### config.mk
export PLATFORM = sky130hd
export DESIGN_NAME = pyrm_fetch_queue_block
export DESIGN_NICKNAME = d
export VERILOG_FILES = /design/src/rtl/pyrm_fetch_queue_block.sv
export SDC_FILE = /design/constraint.sdc
export NUM_CORES = 1
export LEC_CHECK = 0
export ABC_AREA = 1
export CAP_MARGIN = 10
export CORE_ASPECT_RATIO = 1.25
export CORE_UTILIZATION = 45
export CTS_BUF_LIST = sky130_fd_sc_hd__clkbuf_2
export DETAILED_ROUTE_END_ITERATION = 8
export DONT_BUFFER_PORTS = 1
export PLACE_DENSITY = 0.57
export REMOVE_ABC_BUFFERS = 1
export SYNTH_ARGS = -nofsm -noshare
export SYNTH_HDL_FRONTEND = slang
export SYNTH_SLANG_ARGS = --single-unit
### constraint.sdc
create_clock -name clk -period 7.2 [get_ports clk]
set_clock_uncertainty 0.2 [all_clocks]
set_input_delay 1.44 -clock clk [delete_from_list [all_inputs] [get_ports clk]]
set_output_delay 1.44 -clock clk [all_outputs]
set_load 0.01 [all_outputs]
### src/rtl/pyrm_fetch_queue_block.sv
// RISC-V fetch stage: sequential fetch, JAL/branch predecode, QDEPTH-entry {pc, inst} queue.
// Optional perf counters under `PYRM_FETCH_PERF_CNT_EN`.
module pyrm_fetch_queue_block #(
  parameter int              XLEN     = 64,
  parameter int              ILEN     = 32,
  parameter int              QDEPTH   = 4,
  parameter int              IMEM_AW  = 12,
  parameter logic [XLEN-1:0] RESET_PC = 64'h8000_0000
) (
  input  logic               clk,
  input  logic               reset_pyri,
  input  logic [XLEN-1:0]    branch_pc_pyri,
  input  logic               branch_pc_valid_pyri,
  output logic               branch_pc_retry_pyro,
  output logic               imem_req_pyro,
  output logic [IMEM_AW-1:0] imem_addr_pyro,
  input  logic [ILEN-1:0]    imem_data_pyri,
  output logic [XLEN-1:0]    pc_pyro,
  output logic               pc_valid_pyro,
  input  logic               pc_retry_pyri,
  output logic [ILEN-1:0]    inst_pyro,
  output logic               inst_valid_pyro,
`ifdef PYRM_FETCH_PERF_CNT_EN
  output logic [63:0]        fetched_cnt_pyro,
  output logic [63:0]        br_stall_cnt_pyro,
`endif
  input  logic               inst_retry_pyri
);

  localparam int PW = $clog2(QDEPTH);
  localparam int CW = PW + 1;
  localparam logic [6:0] OP_JAL    = 7'b1101111;
  localparam logic [6:0] OP_JALR   = 7'b1100111;
  localparam logic [6:0] OP_BRANCH = 7'b1100011;

  typedef enum logic {RUN, BR_WAIT} state_t;

  state_t            state, state_nx;
  logic [XLEN-1:0]   fetch_pc, fetch_pc_nx;
  logic              inflight, inflight_nx;
  logic [XLEN-1:0]   inflight_pc;
  logic [PW-1:0]     wr_ptr, rd_ptr;
  logic [CW-1:0]     count;
  logic [XLEN-1:0]   q_pc   [QDEPTH];
  logic [ILEN-1:0]   q_inst [QDEPTH];

  logic              head_valid, pop, flush, req, push, is_jal, is_br;
  logic [CW:0]       occupancy;
  logic [6:0]        opcode;
  logic [XLEN-1:0]   jal_off;

  assign head_valid = (count != '0) && !reset_pyri;
  assign pop        = head_valid && !(pc_retry_pyri | inst_retry_pyri);
  assign flush      = branch_pc_valid_pyri && (state == RUN);
  // Credit check uses registered occupancy only, so a response can never hit a full queue.
  assign occupancy  = {1'b0, count} + {{CW{1'b0}}, inflight};
  assign req        = (state == RUN) && !reset_pyri && (occupancy < (CW+1)'(QDEPTH));
  assign push       = inflight && !flush;
  assign opcode     = imem_data_pyri[6:0];
  assign is_jal     = push && (opcode == OP_JAL);
  assign is_br      = push && ((opcode == OP_BRANCH) || (opcode == OP_JALR));
  assign jal_off    = {{(XLEN-21){imem_data_pyri[31]}}, imem_data_pyri[31], imem_data_pyri[19:12],
                       imem_data_pyri[20], imem_data_pyri[30:21], 1'b0};

  assign branch_pc_retry_pyro = 1'b0;
  assign imem_req_pyro        = req;
  assign imem_addr_pyro       = fetch_pc[IMEM_AW+1:2];
  assign pc_valid_pyro        = head_valid;
  assign inst_valid_pyro      = head_valid;
  assign pc_pyro              = head_valid ? q_pc[rd_ptr]   : '0;
  assign inst_pyro            = head_valid ? q_inst[rd_ptr] : '0;

  // NOTE: every variable gets a default before any branch so no latch is inferred.
  always_comb begin
    state_nx    = state;
    fetch_pc_nx = fetch_pc;
    inflight_nx = req;
    if (req)    fetch_pc_nx = fetch_pc + XLEN'(4);
    if (is_jal) begin
      fetch_pc_nx = inflight_pc + jal_off;
      inflight_nx = 1'b0;
    end
    if (is_br) begin
      state_nx    = BR_WAIT;
      inflight_nx = 1'b0;
    end
    if ((state == BR_WAIT) && branch_pc_valid_pyri) begin
      fetch_pc_nx = branch_pc_pyri;
      state_nx    = RUN;
    end
    if (flush) begin
      fetch_pc_nx = branch_pc_pyri;
      inflight_nx = 1'b0;
      state_nx    = RUN;
    end
  end

  always_ff @(posedge clk) begin
    if (reset_pyri) begin
      state       <= RUN;
      fetch_pc    <= RESET_PC;
      inflight    <= 1'b0;
      inflight_pc <= '0;
      wr_ptr      <= '0;
      rd_ptr      <= '0;
      count       <= '0;
    end else begin
      state    <= state_nx;
      fetch_pc <= fetch_pc_nx;
      inflight <= inflight_nx;
      if (req) inflight_pc <= fetch_pc;
      if (flush) begin
        wr_ptr <= '0;
        rd_ptr <= '0;
        count  <= '0;
      end else begin
        if (push) wr_ptr <= wr_ptr + 1'b1;
        if (pop)  rd_ptr <= rd_ptr + 1'b1;
        if (push && !pop)      count <= count + 1'b1;
        else if (!push && pop) count <= count - 1'b1;
      end
    end
  end

  // NOTE: queue storage carries no reset; occupancy and the output gating make stale entries invisible.
  always_ff @(posedge clk) begin
    if (!reset_pyri && push) begin
      q_pc[wr_ptr]   <= inflight_pc;
      q_inst[wr_ptr] <= imem_data_pyri;
    end
  end

`ifdef PYRM_FETCH_PERF_CNT_EN
  always_ff @(posedge clk) begin
    if (reset_pyri) begin
      fetched_cnt_pyro  <= '0;
      br_stall_cnt_pyro <= '0;
    end else begin
      if (pop && (fetched_cnt_pyro != '1))
        fetched_cnt_pyro <= fetched_cnt_pyro + 64'd1;
      if ((state == BR_WAIT) && (br_stall_cnt_pyro != '1))
        br_stall_cnt_pyro <= br_stall_cnt_pyro + 64'd1;
    end
  end
`endif

endmodule

==> results of run 1 <==
## sequential cells by signal, indices dropped and copies added, names as in the netlist, named ones only
signal / count
inflight_pc: 64
q_pc: 256
state: 1
fetch_pc: 64
rd_ptr: 2
wr_ptr: 2
q_inst: 128
inflight: 1
count: 3
## worst max-delay path by stage
stage	endpoint
floorplan	inst_pyro[30]
global placement	fetch_pc[32]$_SDFFE_PP0P_
detailed placement	fetch_pc[2]$_SDFFE_PP0P_
CTS	pc_pyro[24]
global route	pc_pyro[27]
finish	pc_pyro[27]
## cell families (layout without fill, tap and decap cells)
| family | Yosys count | count (layout) |
|---|---|---|
| AO/OA/AOI/OAI | 768 | 768 |
| XOR/XNOR | 46 | 46 |
| adder cells (fa/ha/maj) | 70 | 70 |
| buffers and inverters | 525 | 676 |
| flip-flops | 523 | 523 |
| multiplexers | 1 | 1 |
| other | 1 | 5 |
| AND/OR/NAND/NOR | 1578 | 1578 |
## critical path, delay by kind of cell, from the launching register on
kind | cells | cell delay, ns
compound gates | 2 | 0.45
buf+inv | 2 | 1.35
flops | 1 | 0.70
simple gates | 1 | 0.21
## stage by stage
stage | util, % | hold WS [ns]
floorplan | - | 0.238
global placement | 46.8 | 0.247
detailed placement | 46.8 | 0.251
CTS | 49.6 | 0.000349
global route | 49.6 | 0.0539
finish | 49.6 | 0.140
## synth_stat cells, types with 3 or more instances
| cell type | instances |
|---|---|
| a21oi_1 | 326 |
| a31oi_1 | 6 |
| and2_1 | 4 |
| buf_1 | 25 |
| buf_2 | 9 |
| buf_4 | 14 |
| buf_6 | 3 |
| clkbuf_1 | 102 |
| dfxtp_1 | 139 |
| edfxtp_1 | 384 |
| ha_1 | 68 |
| inv_1 | 366 |
| inv_2 | 5 |
| nand2_1 | 709 |
| nand3_1 | 125 |
| nand3b_1 | 7 |
| nand4_1 | 18 |
| nor2_1 | 621 |
| nor2_2 | 4 |
| nor2_4 | 4 |
| nor3_1 | 47 |
| nor3_2 | 4 |
| nor4_1 | 6 |
| o211ai_1 | 8 |
| o21a_1 | 3 |
| o21ai_0 | 392 |
| o21bai_1 | 16 |
| o22ai_1 | 7 |
| o31ai_1 | 3 |
| or2_2 | 21 |
| xnor2_1 | 10 |
| xor2_1 | 36 |
## per-layer routing
layer | wire length [um] | GRT usage (%)
met1 | 41400 | 38.9
met2 | 50600 | 55.7
met3 | 7080 | 7.29
met4 | 3490 | 12.2
met5 | 155 | 0
## cell usage in the layout, fill, tap and decap left out, types with 10 or more instances in the layout
master / n
nor3_1: 47
clkinv_1: 25
nand4_1: 18
clkbuf_2: 193
ha_1: 68
clkinv_2: 10
edfxtp_1: 384
nand3_1: 125
or2_2: 21
a21oi_1: 326
dfxtp_1: 137
inv_1: 363
dlygate4sd3_1: 43
nand2_1: 709
o21bai_1: 16
xnor2_1: 10
o21ai_0: 392
buf_4: 23
nor2_1: 617
xor2_1: 36
## report_power, final
part | internal (mW) | total [mW] | switching [mW]
logic | 0.219 | 0.749 | 0.530
clock network | 0.843 | 2.12 | 1.27
registers | 3.29 | 3.41 | 0.110
total | 4.36 | 6.27 | 1.91
## area by class of cell
class / count / area, um2 / share of cell area [%]
tap: 824 / 1030 / 3.40
timing repair buffer: 66 / 603 / 1.99
antenna: 4 / 10.0 / 0.0330
clock buffer: 193 / 966 / 3.18
multi-input combinational: 2464 / 11700 / 38.6
clock inverter: 45 / 299 / 0.985
inverter: 372 / 1400 / 4.62
sequential: 523 / 14300 / 47.2
==> metrics.txt, run 1 <==
# TYPE chip_impl_metric gauge
chip_impl_metric{name="finalWirelength",unit="um"} 103000
chip_impl_metric{name="core_area",unit="mm2"} 0.0612
chip_impl_metric{name="final.fill_count",unit=""} 6112
chip_impl_metric{name="number_of_buffers_inserted_by_post_cts_setup_repair",unit=""} 0
chip_impl_metric{name="r2r_slack",unit="ns"} 3.72
chip_impl_metric{name="top_level_ports",unit=""} 213
chip_impl_metric{name="hold_buffers",unit=""} 43
chip_impl_metric{name="ant_nets",unit=""} 0
chip_impl_metric{name="cts_resized",unit=""} 0
chip_impl_metric{name="first_pass_iters",unit=""} 7
chip_impl_metric{name="reg2regPathDepth",unit=""} 8
chip_impl_metric{name="async_flop_share",unit="%"} 0
chip_impl_info{name="worst_hold_path_type",value="in -> reg"} 1
chip_impl_metric{name="cts-root-to-sink-buffers",unit=""} 3
chip_impl_metric{name="power_density",unit="mW/mm2"} 207
chip_impl_metric{name="yosys-mux-area-fraction",unit="%"} 0.0357
chip_impl_metric{name="worstPathMaxFanout",unit=""} 61
chip_impl_metric{name="routabilityCongestion",unit=""} 1.03
chip_impl_metric{name="synth.ff_latch_count",unit=""} 523
chip_impl_metric{name="layoutNonFillerInstCount",unit=""} 4491
chip_impl_metric{name="arrival",unit="ns"} 4.16
chip_impl_info{name="dominantRegCellSynth",value="edfxtp_1"} 1
chip_impl_metric{name="port-buffer-count",unit=""} 0
chip_impl_metric{name="finish.net_count",unit=""} 3730
chip_impl_metric{name="setup_violation_total_in_the_final_timing_report",unit=""} 0
chip_impl_info{name="timing.critical_path.from_type",value="flop"} 1
chip_impl_metric{name="hold_path_depth",unit=""} 2
chip_impl_metric{name="post-route-drc-count",unit=""} 0
chip_impl_metric{name="synth.cell_area",unit="mm2"} 0.0280
chip_impl_metric{name="setup_ws",unit="ns"} 1.40
chip_impl_info{name="cp_cell_sequence",value="clkinv_2 -> buf_4 -> nor2_1 -> o21ai_0 -> a21oi_1"} 1
chip_impl_metric{name="maxClockFrequency",unit="MHz"} 172
chip_impl_metric{name="netlist_instances",unit=""} 3512
chip_impl_metric{name="vias_in_the_first_global_route",unit=""} 23600
chip_impl_metric{name="leakage",unit="nW"} 12.5
chip_impl_metric{name="fin_crit_sh",unit="%"} 80.5
chip_impl_metric{name="synthSimpleGateAreaFrac",unit="%"} 22.9
chip_impl_metric{name="floorplan.die_area",unit="mm2"} 0.0633
chip_impl_info{name="unrepaired_setup_endpoints_after_global_routing",value="no"} 1
chip_impl_metric{name="yosys.cell_types.count",unit=""} 47
chip_impl_metric{name="grt_first_pass_wirelength",unit="um"} 149000
chip_impl_metric{name="post_synth_xor_area_fraction",unit="%"} 1.44
chip_impl_metric{name="ys_seq_area_share",unit="%"} 51.1
chip_impl_metric{name="tightest_slew",unit="ns"} 1.12
chip_impl_metric{name="synth_largest_type_area_fraction",unit="%"} 41.1
chip_impl_info{name="rr_startpoint",value="count[0]$_SDFFE_PP0P_"} 1
chip_impl_info{name="worst_setup_path_end_kind",value="output pin"} 1
chip_impl_metric{name="synthesis.area_per_instance",unit="um2"} 7.98
chip_impl_metric{name="pin_count_of_the_biggest_net_entering_global_routing",unit=""} 111
chip_impl_info{name="crit-reg2reg-capture",value="fetch_pc[21]$_SDFFE_PP0P_"} 1
chip_impl_metric{name="max_slew_violation_count",unit=""} 0
chip_impl_metric{name="cap_viol_max_count",unit=""} 0
chip_impl_info{name="criticalPathCategory",value="reg -> out"} 1
chip_impl_metric{name="postPlaceCellArea",unit="mm2"} 0.0286
chip_impl_metric{name="clk_pin_slew",unit="ns"} 0.10
chip_impl_metric{name="antenna_found_initial",unit=""} 17
chip_impl_info{name="netlist.top_cell.by_area",value="edfxtp_1"} 1
chip_impl_info{name="slowest_stage",value="clkinv_2"} 1
chip_impl_metric{name="area_delta_synth_final",unit="%"} 8.22
chip_impl_metric{name="timing.final.crit_period",unit="ns"} 5.80
chip_impl_info{name="netlist_top_cells_area",value="edfxtp_1, dfxtp_1, nand2_1, nor2_1, o21ai_0"} 1
chip_impl_info{name="status",value="complete, no violations"} 1
chip_impl_info{name="min-delay-start",value="branch_pc_pyri[4]"} 1
chip_impl_metric{name="grtUsageTotal",unit="%"} 32.2
chip_impl_metric{name="cts.sinks",unit=""} 523
chip_impl_metric{name="start_util",unit="%"} 45.8
chip_impl_metric{name="synth_enable_flop_cells",unit=""} 384
chip_impl_info{name="main_combinational_cell_family_by_area_after_synthesis",value="simple AND/OR/NAND/NOR gates"} 1
chip_impl_metric{name="total_power",unit="mW"} 6.27
chip_impl_metric{name="dpl.cell_count",unit=""} 4206
chip_impl_metric{name="via_per_instance_ratio",unit=""} 5.50
chip_impl_metric{name="synth_compound_area_share",unit="%"} 14.1
chip_impl_metric{name="synth-adder-area-share",unit="%"} 3.18
chip_impl_metric{name="initialDrtViolationCount",unit=""} 2045
chip_impl_metric{name="worst-endpoint-required",unit="ns"} 5.56
chip_impl_metric{name="vias",unit=""} 24700
chip_impl_metric{name="hpwlAfterDp",unit="um"} 75300
chip_impl_metric{name="htree_num_levels",unit=""} 4
chip_impl_metric{name="post-place-ws",unit="ns"} 2.49
chip_impl_info{name="timing.hold.worst_endpoint",value="fetch_pc[4]$_SDFFE_PP0P_"} 1
chip_impl_metric{name="floorplan.die.width",unit="um"} 225
chip_impl_metric{name="die_h",unit="um"} 281
chip_impl_info{name="cts_root_buffer_type",value="clkbuf_2"} 1
chip_impl_metric{name="clk_latency",unit="ns"} 1.32
chip_impl_metric{name="maxSlewHeadroom",unit="%"} 25.2
chip_impl_metric{name="totalNegativeSetupSlack",unit="ns"} 0
chip_impl_metric{name="cts_made_buffers",unit=""} 132
chip_impl_metric{name="ir_drop",unit="uV"} 144
chip_impl_metric{name="yosysWarningCount",unit=""} 0
chip_impl_metric{name="critical-path-max-stage-delay",unit="ns"} 0.73
chip_impl_metric{name="wire_per_inst",unit="um"} 22.9
chip_impl_metric{name="final_number_of_hold_violating_endpoints",unit=""} 0
chip_impl_metric{name="design_area",unit="mm2"} 0.0303
chip_impl_metric{name="fp-row-count",unit=""} 101
chip_impl_info{name="clock_tree_from_tritoncts",value="built"} 1
chip_impl_metric{name="overflow",unit=""} 0
chip_impl_metric{name="fraction_of_final_layout_cells_with_drive_strength_greater_than_1",unit="%"} 7.97
Note: power is estimated with default switching activity, not from simulation.
==> run 2, diff against run 1 <==
==> constraint.sdc (replaced) <==
create_clock -name clk -period 5.5 [get_ports clk]
set_clock_uncertainty 0.2 [all_clocks]
set_input_delay 1.1 -clock clk [delete_from_list [all_inputs] [get_ports clk]]
set_output_delay 1.1 -clock clk [all_outputs]
set_load 0.01 [all_outputs]
==> run 2 against run 1 <==
  * Final cell count grew 1.8%
  * Setup slack lost 1.0 ns
  * Core utilization increased by 1.3 points
  * Combinational power grew 36%
  * Critical path depth unchanged
  * Non-clock buffer count is 76 higher
  * First-iteration DRC count shrank 3.3%
  * Sequential share of layout area down 1.2 points
  * Hold slack better by 0.046 ns
  * Count of clock-buffer cells in the layout grew 3
  * Global-route usage is 0.054 points higher
  * Critical endpoint is now pc_pyro[9]
  * Largest cell class unchanged
==> metrics.txt, run 2 (synthesis results as in run 1) <==
# TYPE chip_impl_metric gauge
chip_impl_info{name="status",value="complete, no violations"} 1
chip_impl_metric{name="totalNegativeSetupSlack",unit="ns"} 0
chip_impl_info{name="layout.cells.most_common",value="nand2_1"} 1
chip_impl_metric{name="multiInputGateArea",unit="mm2"} 0.0117
chip_impl_metric{name="routabilityCongestion",unit=""} 1.02
chip_impl_metric{name="post-route-drc-count",unit=""} 0
chip_impl_metric{name="fin_crit_sh",unit="%"} 93.3
chip_impl_metric{name="vias_in_the_first_global_route",unit=""} 23900
chip_impl_metric{name="top_level_ports",unit=""} 213
chip_impl_metric{name="worst-endpoint-required",unit="ns"} 4.20
chip_impl_metric{name="setup_ws",unit="ns"} 0.370
chip_impl_metric{name="design_area",unit="mm2"} 0.0311
chip_impl_metric{name="cap_viol_max_count",unit=""} 0
chip_impl_info{name="biggestRegsByFlops",value="q_pc (256), q_inst (128)"} 1
chip_impl_metric{name="start_util",unit="%"} 45.8
chip_impl_metric{name="largest_register_ff_count",unit=""} 256
chip_impl_metric{name="grtUsageTotal",unit="%"} 32.3
chip_impl_info{name="criticalPathCategory",value="in -> out"} 1
chip_impl_metric{name="finalWirelength",unit="um"} 103000
chip_impl_info{name="commonest_cells_after_routing_fill_and_taps_aside",value="nand2_1, nor2_1, o21ai_0"} 1
chip_impl_metric{name="grt_first_pass_wirelength",unit="um"} 150000
chip_impl_metric{name="fp-row-count",unit=""} 101
chip_impl_metric{name="maxSlewHeadroom",unit="%"} 19.3
chip_impl_metric{name="clkPwrFrac",unit="%"} 32.9
chip_impl_metric{name="number_of_buffers_inserted_by_post_cts_setup_repair",unit=""} 0
chip_impl_metric{name="r2r_slack",unit="ns"} 1.60
chip_impl_info{name="worst_hold_path_type",value="in -> reg"} 1
chip_impl_metric{name="final.fill_count",unit=""} 6153
chip_impl_metric{name="clk_latency",unit="ns"} 1.33
chip_impl_metric{name="fraction_of_final_layout_cells_with_drive_strength_greater_than_1",unit="%"} 8.05
chip_impl_metric{name="clk_pin_slew",unit="ns"} 0.11
chip_impl_metric{name="power.combinational.fraction",unit="%"} 12.5
chip_impl_metric{name="hpwlAfterDp",unit="um"} 74400
chip_impl_metric{name="htree_num_levels",unit=""} 4
chip_impl_metric{name="leakage",unit="nW"} 12.9
chip_impl_metric{name="vias",unit=""} 24900
chip_impl_metric{name="max_slew_violation_count",unit=""} 0
chip_impl_metric{name="floorplan.die_area",unit="mm2"} 0.0633
chip_impl_metric{name="pin_count_of_the_biggest_net_entering_global_routing",unit=""} 109
chip_impl_info{name="largest_register",value="q_pc"} 1
chip_impl_metric{name="setup_violation_total_in_the_final_timing_report",unit=""} 0
chip_impl_info{name="timing.critical_path.from_type",value="primary input"} 1
chip_impl_metric{name="final_number_of_hold_violating_endpoints",unit=""} 0
chip_impl_info{name="unrepaired_setup_endpoints_after_global_routing",value="no"} 1
chip_impl_metric{name="overflow",unit=""} 0
chip_impl_metric{name="ir_drop",unit="uV"} 188
chip_impl_metric{name="core_area",unit="mm2"} 0.0612
chip_impl_metric{name="first_pass_iters",unit=""} 5
chip_impl_metric{name="area_delta_synth_final",unit="%"} 11.1
chip_impl_metric{name="port-buffer-count",unit=""} 0
chip_impl_metric{name="cts_made_buffers",unit=""} 133
chip_impl_metric{name="power.sequential.fraction",unit="%"} 54.5
chip_impl_metric{name="worstPathMaxFanout",unit=""} 58
chip_impl_metric{name="finish.net_count",unit=""} 3807
chip_impl_metric{name="seqCellArea",unit="mm2"} 0.0143
chip_impl_metric{name="postPlaceCellArea",unit="mm2"} 0.0288
chip_impl_metric{name="power_density",unit="mW/mm2"} 262
chip_impl_metric{name="ant_nets",unit=""} 0
chip_impl_metric{name="arrival",unit="ns"} 3.83
chip_impl_info{name="worst_setup_path_end_kind",value="output pin"} 1
chip_impl_info{name="cts_root_buffer_type",value="clkbuf_2"} 1
chip_impl_metric{name="utilization",unit="%"} 50.9
chip_impl_metric{name="initialDrtViolationCount",unit=""} 1978
chip_impl_metric{name="cts-root-to-sink-buffers",unit=""} 3
chip_impl_metric{name="cts.sinks",unit=""} 523
chip_impl_metric{name="timing.final.crit_period",unit="ns"} 5.13
chip_impl_metric{name="die_h",unit="um"} 281
chip_impl_metric{name="tightest_slew",unit="ns"} 1.21
chip_impl_metric{name="power_switching_share",unit="%"} 30.6
chip_impl_metric{name="post-place-ws",unit="ns"} 1.18
chip_impl_metric{name="wire_per_inst",unit="um"} 22.6
chip_impl_metric{name="cellInternalPower",unit="mW"} 5.67
chip_impl_metric{name="maxClockFrequency",unit="MHz"} 195
chip_impl_metric{name="floorplan.die.width",unit="um"} 225
chip_impl_info{name="clock_tree_from_tritoncts",value="built"} 1
chip_impl_metric{name="antenna_found_initial",unit=""} 4
chip_impl_metric{name="switching_power_summed_over_all_nets",unit="mW"} 2.50
chip_impl_metric{name="via_per_instance_ratio",unit=""} 5.44
## run 2: cell count changes in the layout (fill, tap and decap cells not counted), sizes merged
cell	before	now
dlygate4sd3	43	110
buf	23	31
clkinv	39	35
clkbuf	193	196
inv	373	376
bufinv	3	1
clkinvlp	2	4
diode	4	5
dlymetal6s4s	0	1
## run 2: layout make-up
type	count	area share, %
well taps	824	3.31
repair buffers	142	4.59
clock buffers	196	3.15
flip-flops and latches	523	46.0
clock inverters	44	0.827
inverters	372	4.51
multi-input cells	2464	37.6
diodes	5	0.0402
## run 2: power by group through the flow
stage / sequential (mW) / clock [mW] / combinational, mW
detailed placement: 4.54 / 0 / 0.906
finish: 4.45 / 2.69 / 1.02
CTS: 4.45 / 2.78 / 1.01
global route: 4.46 / 2.95 / 1.12
global placement: 4.54 / 0 / 0.900
floorplan: 4.48 / 0 / 0.613
## run 2: worst paths after layout
check                               start                   endpoint  cells past startpoint
min reg2reg  inflight_pc[21]$_SDFFE_PP0P_      q_pc[1][21]$_DFFE_PP_                      0
max reg2reg   inflight_pc[1]$_SDFFE_PP0P_  fetch_pc[63]$_SDFFE_PP0P_                     18
max                            reset_pyri                 pc_pyro[9]                      5
min                    imem_data_pyri[24]   fetch_pc[4]$_SDFFE_PP0P_                      4
## run 2: stage by stage
| stage | total power, mW | hold slack, ns | std cells |
|---|---|---|---|
| after global routing | 8.54 | 0.116 | 4568 |
| after global placement | 5.44 | 0.246 | 4213 |
| after detailed placement | 5.45 | 0.253 | 4213 |
| final | 8.17 | 0.186 | 4570 |
| after floorplan | 5.09 | 0.238 | 3359 |
| after CTS | 8.24 | 0.00702 | 4565 |
## run 2: per-layer routing
metal | GRT usage (%) | wire (um) | up-vias
li1 | - | - | 12000
met4 | 13.2 | 3840 | 0
met3 | 5.79 | 6300 | 192
met5 | 0 | 0 | -
met1 | 39.0 | 41900 | 11800
met2 | 56.4 | 51000 | 871
## run 2: critical path: stages
cell            delay (ns)
dlymetal6s4s_1        0.96
inv_2                 0.66
o31ai_4               0.19
buf_4                 0.58
a21oi_1               0.23
## run 2: timing repair
item	in CTS	in global routing
pin swaps	0	0
endpoints found under the hold margin	204	0
resized for setup	1	1
hold buffers	112	0
setup endpoints to repair	53	38
==> run 3, diff against run 2 <==
--- a/config.mk
+++ b/config.mk
@@ -7,9 +7,9 @@
 export LEC_CHECK = 0
 export ABC_AREA = 1
 export CAP_MARGIN = 10
-export CORE_ASPECT_RATIO = 1.25
 export CORE_UTILIZATION = 45
 export CTS_BUF_LIST = sky130_fd_sc_hd__clkbuf_2
+export CTS_CLUSTER_SIZE = 28
 export DETAILED_ROUTE_END_ITERATION = 8
 export DONT_BUFFER_PORTS = 1
 export PLACE_DENSITY = 0.57
==> run 3 against run 2 <==
  * Clock power increased by 10%
  * Total power grew 3.3%
  * Non-clock buffer count grew 2
  * Sequential cell count unchanged
  * Setup slack improved by 0.31 ns
  * Via count up 0.13%
  * Design area rose by 0.55%
  * Critical path depth did not move
  * Register-to-register slack improved by 0.07 ns
  * Routed wire length is 3.8% lower
  * Critical endpoint is now pc_pyro[1]
==> metrics.txt, run 3 (synthesis results as in run 1) <==
# TYPE chip_impl_metric gauge
chip_impl_info{name="status",value="complete, no violations"} 1
chip_impl_metric{name="antenna_found_initial",unit=""} 9
chip_impl_info{name="path_delay_family",value="buffers and inverters"} 1
chip_impl_metric{name="cts.sinks",unit=""} 523
chip_impl_info{name="rr_startpoint",value="inflight_pc[1]$_SDFFE_PP0P_"} 1
chip_impl_metric{name="start_util",unit="%"} 45.5
chip_impl_metric{name="power.combinational.fraction",unit="%"} 12.0
chip_impl_metric{name="setup_violation_total_in_the_final_timing_report",unit=""} 0
chip_impl_metric{name="power.sequential.fraction",unit="%"} 52.9
chip_impl_metric{name="hpwlAfterDp",unit="um"} 70600
chip_impl_metric{name="totalNegativeSetupSlack",unit="ns"} 0
chip_impl_metric{name="final_number_of_hold_violating_endpoints",unit=""} 0
chip_impl_metric{name="top_level_ports",unit=""} 213
chip_impl_metric{name="cp.depth",unit=""} 5
chip_impl_info{name="min-delay-start",value="branch_pc_valid_pyri"} 1
chip_impl_metric{name="cap_viol_max_count",unit=""} 0
chip_impl_metric{name="first_pass_iters",unit=""} 6
chip_impl_metric{name="critical-path-max-stage-delay",unit="ns"} 0.65
chip_impl_metric{name="die_h",unit="um"} 252
chip_impl_metric{name="leakage",unit="nW"} 12.9
chip_impl_metric{name="layoutNonFillerInstCount",unit=""} 4592
chip_impl_metric{name="hold_path_depth",unit=""} 5
chip_impl_info{name="timing.critical_path.to",value="pc_pyro[1]"} 1
chip_impl_info{name="biggestRegsByFlops",value="q_pc (256), q_inst (128)"} 1
chip_impl_metric{name="dpl.cell_count",unit=""} 4224
chip_impl_metric{name="grt_first_pass_wirelength",unit="um"} 146000
chip_impl_metric{name="core_area",unit="mm2"} 0.0616
chip_impl_info{name="timing.critical_path.from_type",value="flop"} 1
chip_impl_metric{name="tightest_slew",unit="ns"} 1.03
chip_impl_info{name="worst_hold_path_type",value="in -> reg"} 1
chip_impl_metric{name="largest_register_ff_count",unit=""} 256
chip_impl_info{name="unrepaired_setup_endpoints_after_global_routing",value="no"} 1
chip_impl_metric{name="maxSlewHeadroom",unit="%"} 31.4
chip_impl_info{name="worst_setup_path_end_kind",value="output pin"} 1
chip_impl_metric{name="wire_per_inst",unit="um"} 21.6
chip_impl_metric{name="via_per_instance_ratio",unit=""} 5.42
chip_impl_metric{name="worstPathMaxFanout",unit=""} 45
chip_impl_metric{name="post-route-drc-count",unit=""} 0
chip_impl_metric{name="floorplan.die.width",unit="um"} 252
chip_impl_metric{name="cts_made_buffers",unit=""} 138
chip_impl_metric{name="finalWirelength",unit="um"} 99200
chip_impl_metric{name="initialDrtViolationCount",unit=""} 2036
chip_impl_info{name="clock_tree_from_tritoncts",value="built"} 1
chip_impl_info{name="commonest_cells_after_routing_fill_and_taps_aside",value="nand2_1, nor2_1, o21ai_0"} 1
chip_impl_info{name="slowest_stage",value="clkinv_2"} 1
chip_impl_metric{name="max_slew_violation_count",unit=""} 0
chip_impl_metric{name="finish.net_count",unit=""} 3814
chip_impl_metric{name="clkPwrFrac",unit="%"} 35.1
chip_impl_metric{name="timing.final.crit_period",unit="ns"} 4.82
chip_impl_metric{name="vias",unit=""} 24900
chip_impl_metric{name="r2r_slack",unit="ns"} 1.67
chip_impl_info{name="crit-reg2reg-capture",value="fetch_pc[49]$_SDFFE_PP0P_"} 1
chip_impl_metric{name="total_power",unit="mW"} 8.43
chip_impl_info{name="cp_cell_sequence",value="clkinv_2 -> buf_12 -> nor2_1 -> o21ai_0 -> a21oi_1"} 1
chip_impl_metric{name="cts-root-to-sink-buffers",unit=""} 3
chip_impl_metric{name="ir_drop",unit="uV"} 154
chip_impl_metric{name="vias_in_the_first_global_route",unit=""} 23400
chip_impl_metric{name="cts_resized",unit=""} 0
chip_impl_metric{name="port-buffer-count",unit=""} 0
chip_impl_metric{name="fraction_of_final_layout_cells_with_drive_strength_greater_than_1",unit="%"} 8.24
chip_impl_metric{name="cellInternalPower",unit="mW"} 5.89
chip_impl_metric{name="fp-row-count",unit=""} 91
chip_impl_metric{name="routabilityCongestion",unit=""} 1.01
chip_impl_metric{name="number_of_buffers_inserted_by_post_cts_setup_repair",unit=""} 0
chip_impl_metric{name="setup_ws",unit="ns"} 0.684
chip_impl_metric{name="final.fill_count",unit=""} 6070
chip_impl_metric{name="switching_power_summed_over_all_nets",unit="mW"} 2.54
chip_impl_metric{name="pin_count_of_the_biggest_net_entering_global_routing",unit=""} 101
chip_impl_metric{name="grtUsageTotal",unit="%"} 31.1
chip_impl_metric{name="reg2regPathDepth",unit=""} 18
chip_impl_info{name="layout.cells.most_common",value="nand2_1"} 1
chip_impl_metric{name="critPathBufInv",unit=""} 2
chip_impl_metric{name="hold_buffers",unit=""} 116
chip_impl_info{name="largest_register",value="q_pc"} 1
chip_impl_metric{name="htree_num_levels",unit=""} 4
chip_impl_metric{name="ant_nets",unit=""} 0
chip_impl_metric{name="floorplan.die_area",unit="mm2"} 0.0633
chip_impl_metric{name="worst-endpoint-required",unit="ns"} 4.20
chip_impl_metric{name="clk_latency",unit="ns"} 1.33
chip_impl_info{name="criticalPathCategory",value="reg -> out"} 1
chip_impl_metric{name="maxClockFrequency",unit="MHz"} 208
chip_impl_metric{name="overflow",unit=""} 0
chip_impl_metric{name="power_density",unit="mW/mm2"} 269
chip_impl_metric{name="clk_pin_slew",unit="ns"} 0.12
chip_impl_metric{name="utilization",unit="%"} 50.8
chip_impl_metric{name="post-place-ws",unit="ns"} 1.68
chip_impl_metric{name="arrival",unit="ns"} 3.52
chip_impl_metric{name="area_delta_synth_final",unit="%"} 11.7
chip_impl_metric{name="fin_crit_sh",unit="%"} 87.6
chip_impl_info{name="cts_root_buffer_type",value="clkbuf_2"} 1
chip_impl_metric{name="power_switching_share",unit="%"} 30.2
## run 3: cell types whose count changed in the layout (fill, tap and decap cells not counted), sizes merged
cell	change
buf	-2
diode	-1
inv	-2
clkinvlp	-1
clkbuf	+6
clkinv	+1
dlygate4sd3	+5
dlymetal6s4s	-1
bufinv	+4
## run 3: worst min-delay path by stage
stage                                endpoint  slack (ns)
floorplan           fetch_pc[37]$_SDFFE_PP0P_        0.24
global placement    fetch_pc[37]$_SDFFE_PP0P_        0.25
detailed placement  fetch_pc[37]$_SDFFE_PP0P_        0.26
CTS                 fetch_pc[62]$_SDFFE_PP0P_      0.0005
global route        fetch_pc[36]$_SDFFE_PP0P_        0.08
finish              fetch_pc[56]$_SDFFE_PP0P_        0.17
## run 3: routing by layer
layer | wire (um) | GRT usage, % | part of all wire (%) | vias to the layer above
met3 | 7240 | 5.92 | 7.3 | 158
met1 | 44400 | 43.6 | 45 | 11800
met2 | 45000 | 48.5 | 45 | 948
met4 | 2430 | 10.1 | 2.4 | 12
met5 | 79 | 0 | 0.080 | -
li1 | - | - | - | 12000
## run 3: area by class of cell
class	count	area, um2	area share [%]
multi-input combinational	2464	11700	37.4
clock inverter	46	365	1.17
timing repair buffer	144	1450	4.63
antenna	4	10.0	0.0320
clock buffer	202	1010	3.23
tap	837	1050	3.34
inverter	372	1400	4.48
sequential	523	14300	45.7
## run 3: tightest hold or removal path, cell delays in order
cell	delay, ns
buf_16	0.23
a21oi_1	0.08
nand2_1	0.06
nand2_1	0.06
a21oi_1	0.11
## run 3: power by group through the flow
stage | sequential [mW] | clock (mW) | combinational, mW
finish | 4.46 | 2.96 | 1.01
global route | 4.47 | 3.24 | 1.12
CTS | 4.46 | 3.06 | 0.994
detailed placement | 4.55 | 0 | 0.894
global placement | 4.54 | 0 | 0.892
floorplan | 4.48 | 0 | 0.613
## run 3: stage by stage
stage / cell area, um2 / hold slack, ns
floorplan: 27400 / 0.238
detailed placement: 28800 / 0.257
global route: 31300 / 0.0789
CTS: 31300 / 0.000519
finish: 31300 / 0.167
global placement: 28800 / 0.254
